--- src/rtl/register_dump.sv ---
// Snapshots PC/A/X/Y/S/P on i_trigger and streams HEADER + registers (+ XOR checksum with REGISTER_DUMP_CHECKSUM_EN) as bytes.
// Latency: first byte valid the cycle after the trigger edge; o_valid/o_data hold while i_ready is low, no timeout.
module register_dump #(
  parameter logic [7:0] HEADER = 8'hA5
) (
  input  logic        i_clk,
  input  logic        i_reset,
  input  logic [15:0] i_pc,
  input  logic [7:0]  i_a,
  input  logic [7:0]  i_x,
  input  logic [7:0]  i_y,
  input  logic [7:0]  i_s,
  input  logic [7:0]  i_p,
  input  logic        i_trigger,
  output logic [7:0]  o_data,
  output logic        o_valid,
  input  logic        i_ready,
  output logic        o_busy,
  output logic        o_overrun
);

`ifdef REGISTER_DUMP_CHECKSUM_EN
  localparam int N = 9;
`else
  localparam int N = 8;
`endif
  localparam logic [3:0] LAST = 4'(N - 1);

  typedef struct packed {
    logic [15:0] pc;
    logic [7:0]  a;
    logic [7:0]  x;
    logic [7:0]  y;
    logic [7:0]  s;
    logic [7:0]  p;
  } regs_t;

  typedef enum logic {
    IDLE,
    SEND
  } state_t;

  state_t     state, state_nxt;
  logic [3:0] idx, idx_nxt;
  regs_t      snap;
  logic       capture;
  logic [7:0] byte_sel;

  always_ff @(posedge i_clk) begin
    if (i_reset) begin
      state     <= IDLE;
      idx       <= 4'd0;
      snap      <= '0;
      o_overrun <= 1'b0;
    end else begin
      state <= state_nxt;
      idx   <= idx_nxt;
      if (capture) begin
        snap <= {i_pc, i_a, i_x, i_y, i_s, i_p};
      end
      // A trigger during a frame is dropped, even on the final-transfer edge.
      if (i_trigger && state == SEND) begin
        o_overrun <= 1'b1;
      end
    end
  end

  always_comb begin
    state_nxt = state;
    idx_nxt   = idx;
    capture   = 1'b0;
    o_valid   = 1'b0;
    o_busy    = 1'b0;
    case (state)
      IDLE: begin
        if (i_trigger) begin
          state_nxt = SEND;
          idx_nxt   = 4'd0;
          capture   = 1'b1;
        end
      end
      SEND: begin
        o_valid = 1'b1;
        o_busy  = 1'b1;
        if (i_ready) begin
          if (idx == LAST) begin
            state_nxt = IDLE;
            idx_nxt   = 4'd0;
          end else begin
            idx_nxt = idx + 4'd1;
          end
        end
      end
      default: state_nxt = IDLE;
    endcase
  end

`ifdef REGISTER_DUMP_CHECKSUM_EN
  logic [7:0] checksum;
  assign checksum = HEADER ^ snap.pc[15:8] ^ snap.pc[7:0] ^ snap.a ^ snap.x ^ snap.y ^ snap.s ^ snap.p;
`endif

  always_comb begin
    byte_sel = 8'h00;
    case (idx)
      4'd0: byte_sel = HEADER;
      4'd1: byte_sel = snap.pc[15:8];
      4'd2: byte_sel = snap.pc[7:0];
      4'd3: byte_sel = snap.a;
      4'd4: byte_sel = snap.x;
      4'd5: byte_sel = snap.y;
      4'd6: byte_sel = snap.s;
      4'd7: byte_sel = snap.p;
`ifdef REGISTER_DUMP_CHECKSUM_EN
      4'd8: byte_sel = checksum;
`endif
      default: byte_sel = 8'h00;
    endcase
  end

  assign o_data = o_valid ? byte_sel : 8'h00;

endmodule

--- config.mk ---
export PLATFORM = sky130hd
export DESIGN_NAME = register_dump
export DESIGN_NICKNAME = d
export VERILOG_FILES = /design/src/rtl/register_dump.sv
export SDC_FILE = /design/constraint.sdc
export NUM_CORES = 1
export LEC_CHECK = 0
export BUFFER_PORTS_ARGS = -buffer_cell sky130_fd_sc_hd__buf_4
export CAP_MARGIN = 20
export CORE_UTILIZATION = 48
export DETAILED_ROUTE_END_ITERATION = 10
export PLACE_DENSITY_LB_ADDON = 0.3
export SYNTH_ARGS = -nofsm -noshare
export SYNTH_HDL_FRONTEND = slang
export SYNTH_SLANG_ARGS = --single-unit
--- constraint.sdc ---
create_clock -name i_clk -period 1.6 [get_ports i_clk]
set_input_delay 0.32 -clock i_clk [delete_from_list [all_inputs] [get_ports i_clk]]
set_output_delay 0.32 -clock i_clk [all_outputs]
set_load 0.005 [all_outputs]
==> impl_metrics.toml <==
[place]
place_hpwl_um = 5150
port-buffer-count = 70
dp_slack_ps = -396
place.gp.congestion = 0.917
postPlaceCellArea_um2 = 3530

[setup_path]
critPathMaxStageDelay_ps = 400
crit_required_ps = 1280
cp.arrival_ps = 1760
endpoint_kind = "output pin"
r2r_end = "idx[3]"
reg2reg_depth = 5
reg2reg_from = "idx[1]"
cpLargestDelayFamily = "compound AO/OA/AOI/OAI gates"
critPathLaunchType = "flop"
critical-path-slowest-cell = "dfxtp_4"
critical_path_class = "reg -> out"
cp_max_fo = 5
regToRegSetupSlack_ps = 120
path_buf_inv = 3
path_cells = "inv_4 > ha_4 > buf_12 > a21oi_2 > o32ai_1 > o31a_1 > buf_4"

[floorplanning]
initial_utilization = 0.510
placementRows = 27
die_h_um = 79.2
core_area_um2 = 5610
design.die.area_um2 = 6270
io_pins = 71
die_w_um = 79.2

[yosys]
ys_async_sr_fraction = 0
synth_warnings = 0
yosysTopAreaCell = "dfxtp_1"
avgSynthCellArea_um2 = 7.92
synth_fp_nets = 425
ys_types = 35
syn-cell-area_um2 = 2860
synth_edf_count = 0
synthCells = 361
yosysTopAreaCellShare = 0.434
ys.flop_type = "dfxtp_1"
synth-seq-area-share = 0.434
ys_ff_latch = 62
synthTopCellsByArea = "dfxtp_1, nand2_1, a21oi_1"

[timing]
slew_viol_final = 0
slew-limit-headroom = 0.767
max_freq_mhz = 480
finalSetupViolations = 8
finClkSkew_ps = 4.56
rsz0062_at_grt = "yes"
worst_pin_slew_ps = 349
setup_ws_ps = -484
fin_crit_sh = 1.30
finalCriticalPeriod_ps = 2080
hold_viol = 0

[layout]
final_area_um2 = 3970
antennaDiodeCount = 0
seqCellArea_um2 = 1250
fillers = 455
finalNetCount = 504
area_delta_synth_final_pct = 38.7
multi_input_area_um2 = 1570
utilization = 0.707
drive_gt1_frac = 0.369

[clock_tree]
cts.clk_slew.worst_paths_ps = 70
clock_sinks = 62
cts_buffers = 9
cts_tree = "built"
clk_latency_ps = 340
cts_max_level = 3
clk_path_buf_depth = 2
root_buffer = "clkbuf_8"

[power]
p_per_area_nw_per_um2 = 923
p_leak_nw = 1.54
switching_share = 0.244
p_switching_mw = 0.892
pwr-share-clk = 0.402
pwr-share-comb = 0.136
power.internal_mw = 2.77
seqPwrFrac = 0.462
ir_drop_mv = 0.597

[global_routing]
grt_usage = 0.258
grt_antenna_before_repair = 0
grt_overflow = 0
grt_pass1_vias = 2710
grt_pass1_wl_um = 12300
grt_max_degree = 38

[min_path]
holdPathEnd = "snap[30]"
hold_class = "in -> reg"
worstHoldStart = "i_x[6]"
hold_depth = 3

[drt]
vias_per_cell = 5.45
firstDrtPassIters = 4
drtAntennaViolNets = 0
drt_iter0_markers = 146
post-route-drc-count = 0
wl_per_cell_um = 14.6
routed_wl_um = 7570
vias = 2818

[run_status]
violations = "negative setup slack"
status = "finished with violations"

[run]
drv_cap = 0
cell usage in the layout, fill, tap and decap left out, types with 4 or more instances in the layout:
master    synthesis  layout
a21oi_1          54      51
a21oi_2          10      12
a22oi_2           0       5
buf_12            0       4
buf_4             9      93
clkbuf_8          0      13
dfxtp_1          62      60
ha_4              0       4
mux2i_1           7       4
nand2_1         111     111
nand2_2          10      10
nand3_1          11      11
nor2_1            6       6
o21ai_0           5       4
o22ai_1           5       4
o31a_1            6       6
worst max-delay path by stage:
stage / from / end / slack, ps / cells after the start
4_1_cts: idx[0] / o_data[7] / -490 / 6
5_1_grt: idx[1] / o_data[5] / -560 / 7
6_report: idx[1] / o_data[0] / -480 / 7
3_5_place_dp: idx[0] / o_data[4] / -400 / 6
3_3_place_gp: idx[0] / o_data[1] / -360 / 6
2_1_floorplan: idx[0] / o_data[6] / -20 / 6
power groups by stage:
stage               Clock (mW)  Combinational [mW]  Sequential [mW]
floorplan                    0               0.265             1.70
global placement             0               0.439             1.71
detailed placement           0               0.448             1.72
CTS                       1.50               0.483             1.69
global route              1.57               0.549             1.70
finish                    1.47               0.498             1.69
state kept, by name (all words and copies together), names as in the netlist:
register and cells:
idx 4, o_overrun 1, snap 56, state 1
metrics by stage:
stage	TNS [ps]	std cells	total power, mW	hold slack, ps
floorplan	-33.4	361	1.96	432
global placement	-2720	497	2.15	441
detailed placement	-3070	497	2.16	448
CTS	-3820	516	3.67	211
global route	-4350	517	3.82	226
finish	-3790	517	3.66	225
cell type report:
type	count	share of cell area
clock inverter	3	0.0101
clock buffer	13	0.0451
tap	72	0.0227
timing repair buffer	100	0.208
inverter	3	0.00410
multi-input combinational	264	0.395
sequential	62	0.315
worst reg2reg max path, stage by stage (launching register included):
cell and delay (ps):
dfxtp_4 380, ha_4 190, buf_4 170, buf_4 140
a2111o_1 390, a31oi_1 150
per-layer routing:
layer | vias to the layer above | global-route usage | routed length [um]
met5 | - | 0 | 0
met4 | 0 | 0.165 | 243
met3 | 22 | 0.0586 | 395
met2 | 88 | 0.430 | 3840
met1 | 1321 | 0.297 | 3090
li1 | 1387 | - | -
what timing repair did:
item,4_1_cts,5_1_grt
gates resized for setup,31,5
setup endpoints to repair,8,8
buffers inserted,3,0
gates cloned,0,1
pin swaps,10,13
hold buffers,0,0
synth_stat cells, types with 2 or more instances:
master,number
inv_1,3
nand2_1,111
a21oi_2,10
o22ai_1,5
clkbuf_1,10
nand2b_1,3
a221oi_1,2
and3_1,3
nand3_1,11
buf_2,8
a31oi_1,2
o32ai_1,2
o21ai_0,5
buf_4,9
a21oi_1,54
nand2_2,10
o31a_1,6
ha_1,4
nor3_1,3
o21a_1,2
nor2_1,6
buf_6,5
dfxtp_1,62
a22oi_1,8
mux2i_1,7
logic make-up after synthesis:
family / synth area share
and+or+nand+nor: 0.228
AOI/OAI and AO/OA: 0.218
DFF: 0.434
buffers and inverters: 0.0744
muxes: 0.0245
adders and majority gates: 0.0175
xor gates and xnor gates: 0.00307
Power figures use the tool's default switching activity.
